==> src/rtl/multicycle_datapath_if.sv <==
// Instruction- and data-memory handshake bundle for the multi-cycle core.
// The core is the master (drives requests); memory is the slave.
interface multicycle_datapath_if #(
  parameter int XLEN = 32
);
  logic            imem_req;
  logic [XLEN-1:0] imem_addr;
  logic [31:0]     imem_rdata;
  logic            imem_ack;
  logic            dmem_req;
  logic            dmem_we;
  logic [XLEN-1:0] dmem_addr;
  logic [XLEN-1:0] dmem_wdata;
  logic [XLEN-1:0] dmem_rdata;
  logic            dmem_ack;

  modport master (
    output imem_req, imem_addr, input imem_rdata, imem_ack,
    output dmem_req, dmem_we, dmem_addr, dmem_wdata, input dmem_rdata, dmem_ack
  );
  modport slave (
    input imem_req, imem_addr, output imem_rdata, imem_ack,
    input dmem_req, dmem_we, dmem_addr, dmem_wdata, output dmem_rdata, dmem_ack
  );
endinterface

==> src/rtl/multicycle_datapath.sv <==
// Multi-cycle RV datapath: FETCH/DECODE/EXEC/MEM/WB sequencer with req/ack
// memory handshakes. Control comes from an external decoder that watches
// Instr and flags.
module multicycle_datapath #(
  parameter int              XLEN      = 32,
  parameter int              REG_COUNT = 32,
  parameter logic [XLEN-1:0] RESET_PC  = '0
) (
  input  logic             clk,
  input  logic             reset,
  input  logic [1:0]       ResultSrc,
  input  logic [1:0]       PCSrc,
  input  logic             ALUSrc,
  input  logic             RegWrite,
  input  logic             MemAccess,
  input  logic             MemWrite,
  input  logic [2:0]       ImmSrc,
  input  logic [3:0]       ALUControl,
  output logic [31:0]      Instr,
  output logic [3:0]       flags,
  output logic [XLEN-1:0]  PC,
  multicycle_datapath_if.master mem,
  output logic [XLEN-1:0]  Result,
  output logic             retire
);
  localparam int RW = $clog2(REG_COUNT);
  localparam int SW = $clog2(XLEN);

  typedef enum logic [2:0] {S_FETCH, S_DECODE, S_EXEC, S_MEM, S_WB} state_t;

  state_t          state;
  logic [XLEN-1:0] regs [REG_COUNT];
  logic [XLEN-1:0] a_q, b_q, alu_out, mem_data;

  logic [RW-1:0]   rs1, rs2, rd;
  logic [31:0]     imm32;
  logic [XLEN-1:0] imm_ext, src_b, b_eff, alu_res, pc_plus4, pc_imm, u_out, pc_next;
  logic [XLEN:0]   sum_ext;
  logic            is_add, is_sub, c_res, v_res;

  assign rs1 = Instr[15 +: RW];
  assign rs2 = Instr[20 +: RW];
  assign rd  = Instr[7 +: RW];

  // Immediate generation; everything is built as 32 bits then sign-extended.
  always_comb begin
    case (ImmSrc)
      3'b000:  imm32 = {{20{Instr[31]}}, Instr[31:20]};
      3'b001:  imm32 = {{20{Instr[31]}}, Instr[31:25], Instr[11:7]};
      3'b010:  imm32 = {{19{Instr[31]}}, Instr[31], Instr[7], Instr[30:25], Instr[11:8], 1'b0};
      3'b011:  imm32 = {{11{Instr[31]}}, Instr[31], Instr[19:12], Instr[20], Instr[30:21], 1'b0};
      3'b100:  imm32 = {Instr[31:12], 12'b0};
      default: imm32 = '0;
    endcase
    imm_ext = XLEN'($signed(imm32));
  end

  // ALU; carry/overflow are only meaningful for add and sub.
  always_comb begin
    is_add  = (ALUControl == 4'd0);
    is_sub  = (ALUControl == 4'd1);
    src_b   = ALUSrc ? imm_ext : b_q;
    b_eff   = is_sub ? ~src_b : src_b;
    sum_ext = {1'b0, a_q} + {1'b0, b_eff} + {{XLEN{1'b0}}, is_sub};
    case (ALUControl)
      4'd0, 4'd1: alu_res = sum_ext[XLEN-1:0];
      4'd2:       alu_res = a_q & src_b;
      4'd3:       alu_res = a_q | src_b;
      4'd4:       alu_res = a_q ^ src_b;
      4'd5:       alu_res = XLEN'($signed(a_q) < $signed(src_b));
      4'd6:       alu_res = XLEN'(a_q < src_b);
      4'd7:       alu_res = a_q << src_b[SW-1:0];
      4'd8:       alu_res = a_q >> src_b[SW-1:0];
      4'd9:       alu_res = $signed(a_q) >>> src_b[SW-1:0];
      default:    alu_res = '0;
    endcase
    c_res = (is_add || is_sub) && sum_ext[XLEN];
    v_res = (is_add || is_sub) && (a_q[XLEN-1] == b_eff[XLEN-1]) &&
            (sum_ext[XLEN-1] != a_q[XLEN-1]);
  end

  // Writeback value and next-PC selection.
  always_comb begin
    pc_plus4 = PC + XLEN'(4);
    pc_imm   = PC + imm_ext;
    u_out    = Instr[5] ? imm_ext : pc_imm;
    case (ResultSrc)
      2'b00:   Result = alu_out;
      2'b01:   Result = mem_data;
      2'b10:   Result = pc_plus4;
      default: Result = u_out;
    endcase
    case (PCSrc)
      2'b01:   pc_next = pc_imm;
      2'b10:   pc_next = {alu_out[XLEN-1:1], 1'b0};
      default: pc_next = pc_plus4;
    endcase
  end

  // Handshake outputs decode from state; reset kills them combinationally so
  // a store in flight is dropped in the very cycle reset rises.
  assign mem.imem_req   = (state == S_FETCH) && !reset;
  assign mem.imem_addr  = PC;
  assign mem.dmem_req   = (state == S_MEM) && !reset;
  assign mem.dmem_we    = mem.dmem_req && MemWrite;
  assign mem.dmem_addr  = alu_out;
  assign mem.dmem_wdata = b_q;
  assign retire         = (state == S_WB) && !reset;

  // Sequencer plus all architectural and pipeline state.
  always_ff @(posedge clk or posedge reset) begin
    if (reset) begin
      state    <= S_FETCH;
      PC       <= RESET_PC;
      Instr    <= '0;
      flags    <= '0;
      a_q      <= '0;
      b_q      <= '0;
      alu_out  <= '0;
      mem_data <= '0;
      for (int i = 0; i < REG_COUNT; i++) regs[i] <= '0;
    end else begin
      case (state)
        S_FETCH: if (mem.imem_ack) begin
          Instr <= mem.imem_rdata;
          state <= S_DECODE;
        end
        S_DECODE: begin
          a_q   <= (rs1 == '0) ? '0 : regs[rs1];
          b_q   <= (rs2 == '0) ? '0 : regs[rs2];
          state <= S_EXEC;
        end
        S_EXEC: begin
          alu_out <= alu_res;
          flags   <= {alu_res[XLEN-1], alu_res == '0, c_res, v_res};
          state   <= MemAccess ? S_MEM : S_WB;
        end
        S_MEM: if (mem.dmem_ack) begin
          if (!MemWrite) mem_data <= mem.dmem_rdata;
          state <= S_WB;
        end
        S_WB: begin
          if (RegWrite && rd != '0) regs[rd] <= Result;
          PC    <= pc_next;
          state <= S_FETCH;
        end
        default: state <= S_FETCH;
      endcase
    end
  end
endmodule

==> src/flat_wrapper.sv <==
// flat-port wrapper written by rule: the top's interface ports become plain ports
module multicycle_datapath_flat 
#(
  parameter int              XLEN      = 32,
  parameter int              REG_COUNT = 32,
  parameter logic [XLEN-1:0] RESET_PC  = '0
)
  (clk, reset, ResultSrc, PCSrc, ALUSrc, RegWrite, MemAccess, MemWrite, ImmSrc, ALUControl, Instr, flags, PC, Result, retire, mem_imem_req, mem_imem_addr, mem_imem_rdata, mem_imem_ack, mem_dmem_req, mem_dmem_we, mem_dmem_addr, mem_dmem_wdata, mem_dmem_rdata, mem_dmem_ack);
  multicycle_datapath_if #(.XLEN(XLEN)) mem_i ();
  input  logic clk;
  input  logic reset;
  input  logic [1:0] ResultSrc;
  input  logic [1:0] PCSrc;
  input  logic ALUSrc;
  input  logic RegWrite;
  input  logic MemAccess;
  input  logic MemWrite;
  input  logic [2:0] ImmSrc;
  input  logic [3:0] ALUControl;
  output logic [31:0] Instr;
  output logic [3:0] flags;
  output logic [XLEN-1:0] PC;
  output logic [XLEN-1:0] Result;
  output logic retire;
  output wire logic [$bits(mem_i.imem_req)-1:0] mem_imem_req;
  output wire logic [$bits(mem_i.imem_addr)-1:0] mem_imem_addr;
  input wire logic [$bits(mem_i.imem_rdata)-1:0] mem_imem_rdata;
  input wire logic [$bits(mem_i.imem_ack)-1:0] mem_imem_ack;
  output wire logic [$bits(mem_i.dmem_req)-1:0] mem_dmem_req;
  output wire logic [$bits(mem_i.dmem_we)-1:0] mem_dmem_we;
  output wire logic [$bits(mem_i.dmem_addr)-1:0] mem_dmem_addr;
  output wire logic [$bits(mem_i.dmem_wdata)-1:0] mem_dmem_wdata;
  input wire logic [$bits(mem_i.dmem_rdata)-1:0] mem_dmem_rdata;
  input wire logic [$bits(mem_i.dmem_ack)-1:0] mem_dmem_ack;
  assign mem_imem_req = mem_i.imem_req;
  assign mem_imem_addr = mem_i.imem_addr;
  assign mem_i.imem_rdata = mem_imem_rdata;
  assign mem_i.imem_ack = mem_imem_ack;
  assign mem_dmem_req = mem_i.dmem_req;
  assign mem_dmem_we = mem_i.dmem_we;
  assign mem_dmem_addr = mem_i.dmem_addr;
  assign mem_dmem_wdata = mem_i.dmem_wdata;
  assign mem_i.dmem_rdata = mem_dmem_rdata;
  assign mem_i.dmem_ack = mem_dmem_ack;
  multicycle_datapath #(.XLEN(XLEN), .REG_COUNT(REG_COUNT), .RESET_PC(RESET_PC)) u_core (.clk(clk), .reset(reset), .ResultSrc(ResultSrc), .PCSrc(PCSrc), .ALUSrc(ALUSrc), .RegWrite(RegWrite), .MemAccess(MemAccess), .MemWrite(MemWrite), .ImmSrc(ImmSrc), .ALUControl(ALUControl), .Instr(Instr), .flags(flags), .PC(PC), .mem(mem_i), .Result(Result), .retire(retire));
endmodule
==> config.mk <==
export PLATFORM = sky130hd
export DESIGN_NAME = multicycle_datapath_flat
export DESIGN_NICKNAME = d
export VERILOG_FILES = /design/src/rtl/multicycle_datapath_if.sv /design/src/rtl/multicycle_datapath.sv /design/src/flat_wrapper.sv
export SDC_FILE = /design/constraint.sdc
export NUM_CORES = 2
export LEC_CHECK = 0
export ABC_AREA = 1
export BUFFER_PORTS_ARGS = -buffer_cell sky130_fd_sc_hd__buf_2
export CORE_MARGIN = 2
export CORE_UTILIZATION = 35
export CTS_CLUSTER_SIZE = 24
export DETAILED_ROUTE_END_ITERATION = 12
export PLACE_DENSITY = 0.59
export SLEW_MARGIN = 20
export SYNTH_ARGS = -nofsm -noshare
export SYNTH_HDL_FRONTEND = slang
export SYNTH_SLANG_ARGS = --single-unit
==> constraint.sdc <==
create_clock -name clk -period 91.1 [get_ports clk]
set_input_delay 4.555 -clock clk [delete_from_list [all_inputs] [get_ports clk]]
set_output_delay 4.555 -clock clk [all_outputs]
set_load 0.01 [all_outputs]
=== Yosys cells after proc, flatten, opt, wreduce, memory -nomap -nowiden ===
Index checks and enable logic that the tools add are counted.
Widths: inputs -> output; s select.

* Register bits: 1,223
* Bits in latches: 0
* RAM bits: 0
* ROM bits: 0
* Word-level logic and storage cells: 132
* Memories kept: 0

* $add $sub $neg: 4
* Multiply operators: 0
* Divide/modulo/power cells: 0
* $lt $le $gt $ge: 6
* Equality and inequality tests: 25
* Shift-type cells: 3
* Multiplexer cells: 22
* Bitwise logic cells: 8
* Reductions and logical operators: 24

{| class="wikitable"
|+ Operators with widths
! operator !! number
|-
| $bwmux 1024 || 1
|-
| $bmux 32 s5 || 2
|-
| $mux 32 || 10
|-
| $pmux 32 s9 || 1
|-
| $demux 32 s5 || 1
|-
| $pmux 32 s5 || 1
|-
| $pmux 32 s3 || 1
|-
| $lt 32x32->1 || 2
|-
| $pmux 32 s2 || 1
|-
| $add 32x32->33 || 1
|-
| $add 33x1->33 || 1
|-
| $add 32x3->32 const B || 1
|-
| $add 32x32->32 || 1
|-
| $and 32x32->32 || 1
|-
| $logic_not 32->1 || 1
|-
| $not 32->32 || 1
|-
| $or 32x32->32 || 1
|-
| $shl 32x5->32 || 1
|-
| $shr 32x5->32 || 1
|-
| $sshr 32x5->32 || 1
|-
| $xor 32x32->32 || 1
|-
| $ge 6x6->1 const B || 3
|-
| $not 5->6 || 3
|-
| $eq 4x3->1 const B || 4
|-
| other kinds (26) || 50
|}

=== Logic depth before layout (Yosys ltp) ===
* Depth after elaboration: 9
* Gate-level depth with buffers: 34

=== Worst setup path before layout ===
Ideal clock, no wire load.

* Path kind: input to output
* Start point: input port reset
* End point: output port mem_dmem_we
* Arrival time: 31,894 ps
* Setup slack: 54,651 ps
* Stages: 2
* Cell sequence: inv_1 > and3_1

* Longest elaborated chain between the ends: 3

{| class="wikitable"
|+ RTL lines
! what !! line !! text
|-
| start: declaration || flat_wrapper.sv:11 || <nowiki>input logic reset;</nowiki>
|-
| $logic_not 1->1 || multicycle_datapath.sv:104 || <nowiki>assign mem.dmem_req = (state == S_MEM) && !reset;</nowiki>
|-
| $logic_and 1x1->1 || multicycle_datapath.sv:104 ||
|-
| $logic_and 1x1->1 || multicycle_datapath.sv:105 || <nowiki>assign mem.dmem_we = mem.dmem_req && MemWrite;</nowiki>
|-
| end: declaration || flat_wrapper.sv:30 || <nowiki>output wire logic [$bits(mem_i.dmem_we)-1:0] mem_dmem_we;</nowiki>
|}

No other way between the ends.

=== Worst setup path in the final report ===
* Start point: input port ImmSrc[0]
* End point: output port Result[23]

* Longest elaborated chain between the ends: 5
* Elaborated cells between the ends (all ways): 9

{| class="wikitable"
|+ RTL lines
! what !! line !! text
|-
| start: declaration || flat_wrapper.sv:18 || <nowiki>input logic [2:0] ImmSrc;</nowiki>
|-
| $eq 3x3->1 (tied with other cells) || multicycle_datapath.sv:47 || <nowiki>case (ImmSrc)</nowiki>
|-
| $pmux 32 s5 * || multicycle_datapath.sv:47 ||
|-
| $add 32x32->32 || multicycle_datapath.sv:85 || <nowiki>pc_imm = PC + imm_ext;</nowiki>
|-
| $mux 32 * || multicycle_datapath.sv:86 || <nowiki>u_out = Instr[5] ? imm_ext : pc_imm;</nowiki>
|-
| $pmux 32 s3 * || multicycle_datapath.sv:87 || <nowiki>case (ResultSrc)</nowiki>
|-
| end: declaration || flat_wrapper.sv:23 || <nowiki>output logic [XLEN-1:0] Result;</nowiki>
|}

Every way passes the cells marked *; elsewhere a longest branch is shown, timed or not.

==> results.yml <==
synthesis:
  syn-num-nets: 11500
  yosysTopAreaCellShare_pct: 39.5
  synth.most_common_cell: "nand2_1"
  yosysSeqAreaShare_pct: 39.5
  netlist_area_um2: 77400
  synth-edff-count: 0
  synth_area_leaders: "dfrtp_1, nand2_1, o21ai_0"
  synthArstFlopShare_pct: 100
  yosys.area.top_type: "dfrtp_1"
  ys.flop_type: "dfrtp_1"
  synth_common_cells: "nand2_1, o21ai_0, dfrtp_1"
  syn_avg_cell_area_um2: 6.86
  synthCells: 11300
  ys_types: 64
  yosysWarnings: 0
  ys_ff_latch: 1222
global_routing:
  grt_pass1_wl_um: 549000
  track_usage_pct: 33.3
  grt_pass1_vias: 76200
  grt-ovfl-total: 0
  grt_antenna_before_repair: 38
  grt_max_degree: 202
die:
  io_pins: 283
  die_area_um2: 225000
  die_h_um: 474
  die_w_um: 474
  start_util_pct: 35.2
  row_count: 172
  core_area_um2: 220000
clock_network:
  post_cts_resize_count: 0
  h-tree-depth: 4
  clkLatencyLatePin_ns: 0.84
  cts_buffers: 142
  cts-root-buf: "clkbuf_16"
  clock_sinks: 1222
  path_clk_slew_ns: 0.05
  cts_tree: "yes"
  cts.path.max_buffers: 3
  post_cts_buffers: 0
  ctsHoldBuffers: 0
job:
  drv_cap: 0
sta:
  rsz0062_at_grt: "no"
  hold-worst-slack_ns: 0.378
  setup_viol: 0
  tns_ns: 0
  fin_skew_ns: 0.0598
  hold_viol: 0
  worst_pin_slew_ns: 1.27
  fin_crit_ns: 13.61
  drv_slew: 0
  fin_crit_sh_pct: 14.9
  fmax_mhz: 73.5
  slew-limit-headroom_pct: 14.9
power_and_ir_drop:
  power_mw: 3.10
  vdd_drop_max_v: 0.0000271
  p_per_area_nw_per_um2: 36.1
  leakage_nw: 41.1
placed_design:
  io_buffer_count: 282
  gp_congestion: 0.981
  dp_hpwl_um: 253000
min_path:
  hp-class: "reg -> reg"
setup_path:
  cp.arrival_ns: 9.05
  path_max_fanout: 32
  critPathKind: "in -> out"
  required_ns: 86.55
  start_kind: "primary input"
  end_kind: "output pin"
routing:
  drc: 0
  first_pass_iters: 9
  routed_wl_um: 385000
  drt_iter0_markers: 12300
  drtAntennaViolNets: 0
  vias: 82900
  via_per_inst: 5.87
  routedWlPerCell_um: 27.3
final_layout:
  drive_gt1_share_pct: 8.31
  fillers: 22900
  syn_to_final_growth_pct: 11.1
  final_nets: 11300
outcome:
  status: "completed"
==> through the flow <==
step / std cells / area [µm²] / utilization (%) / worst slack [ns]
4_1_cts: 14100 / 85900 / 39.1 / 77.56
5_1_grt: 14100 / 86000 / 39.1 / 77.16
3_5_place_dp: 13900 / 81100 / 36.9 / 77.57
6_report: 14100 / 86000 / 39.1 / 77.49
3_3_place_gp: 13900 / 81100 / 36.9 / 77.57
2_1_floorplan: 11300 / 77400 / - / 52.10
==> routing by layer <==
metal / up-vias / track usage (%) / part of all wire (%)
met4: 40 / 16.5 / 5.8
met5: - / 0.433 / 0.097
met2: 5366 / 49.7 / 42
met3: 1097 / 8.93 / 12
met1: 39800 / 44.4 / 40
li1: 36600 / - / -
==> final cells by class <==
cell class	instances	area, µm²	share of cell area [%]
timing repair buffer	512	3270	3.80
clock buffer	205	4110	4.78
multi-input combinational	8286	40200	46.8
antenna	22	55.1	0.0640
inverter	876	3320	3.86
clock inverter	44	707	0.822
sequential	1222	30600	35.6
tap	2958	3700	4.30
==> worst max-delay path, cell delays in order <==
cell and delay, ns:
buf_2 0.14, nor2_1 0.24, nand2_1 0.30, nand2_1 0.35, a21oi_1 0.13, inv_1 0.16, ha_1 0.31, a21oi_1 0.26
o21ai_0 0.19, a21oi_1 0.21, nor2_1 0.07, a2111oi_0 0.61, nand2_1 0.16, nand2_1 0.11, a21oi_1 0.17, o211ai_4 0.31
buf_4 0.44, buf_2 0.27
==> registers in the layout (all words and copies together) (netlist names) <==
name,flops
u_core.flags,3
u_core.state,3
u_core.a_q,32
u_core.Instr,32
u_core.mem.dmem_addr,32
u_core.mem_data,32
u_core.PC,32
u_core.mem.dmem_wdata,32
u_core.regs,1024
==> logic make-up (layout without fill, tap and decap cells) <==
family	Yosys count	in the layout	synth area share (%)
xor+xnor	70	70	0.792
fa+ha+maj	162	162	2.63
flops	1222	1222	39.5
buf+inv	1775	1637	9.11
simple gates	4981	4981	25.7
compound gates	3026	3026	21.6
other cells	0	22	0
mux	47	47	0.683
==> cells in the final DEF (no fill, tap or decap), types with 9 or more instances in the layout <==
cell type,count
inv_2,24
o21ai_1,71
a221oi_1,85
o21ai_0,1663
nand2_1,3685
buf_4,219
xor2_1,63
clkbuf_16,143
bufinv_16,11
diode_2,22
clkinv_1,21
nor2_1,444
inv_1,826
ha_1,159
dfrtp_1,1212
a32o_1,51
clkbuf_1,32
buf_2,282
mux2_2,47
a31oi_1,14
nor3_1,29
o22ai_1,9
nand3_1,677
or2_2,12
o221ai_1,38
o211ai_1,178
dfrtp_4,9
a21oi_1,821
nor2_4,15
a32oi_1,32
nor3_2,20
o21bai_1,11
nand3b_1,13
buf_12,10
nand2_2,18
clkinv_2,18
nand4_1,36
nor2_2,9
clkbuf_8,30
==> power breakdown <==
group / internal, mW / leakage, nW / switching (mW)
logic: 0.439 / 23.6 / 1.23
registers: 0.664 / 15.2 / 0.171
clock network: 0.347 / 2.35 / 0.256
total: 1.45 / 41.1 / 1.65
==> worst paths after layout <==
| check | slack [ns] | to | start | depth (start not counted) |
|---|---|---|---|---|
| max | 77.49 | Result[23] | ImmSrc[0] | 18 |
| min | 0.38 | u_core.regs[1023] | u_core.regs[1023] | 0 |
| max reg2reg | 85.76 | u_core.mem.dmem_addr[29] | u_core.Instr[23] | 16 |
| min reg2reg | 0.38 | u_core.regs[1023] | u_core.regs[1023] | 0 |
| max in group asynchronous | 82.45 | u_core.regs[87] | reset | 7 |
| min in group asynchronous | 3.87 | u_core.mem.dmem_addr[16] | reset | 2 |
Power figures use the tool's default switching activity.
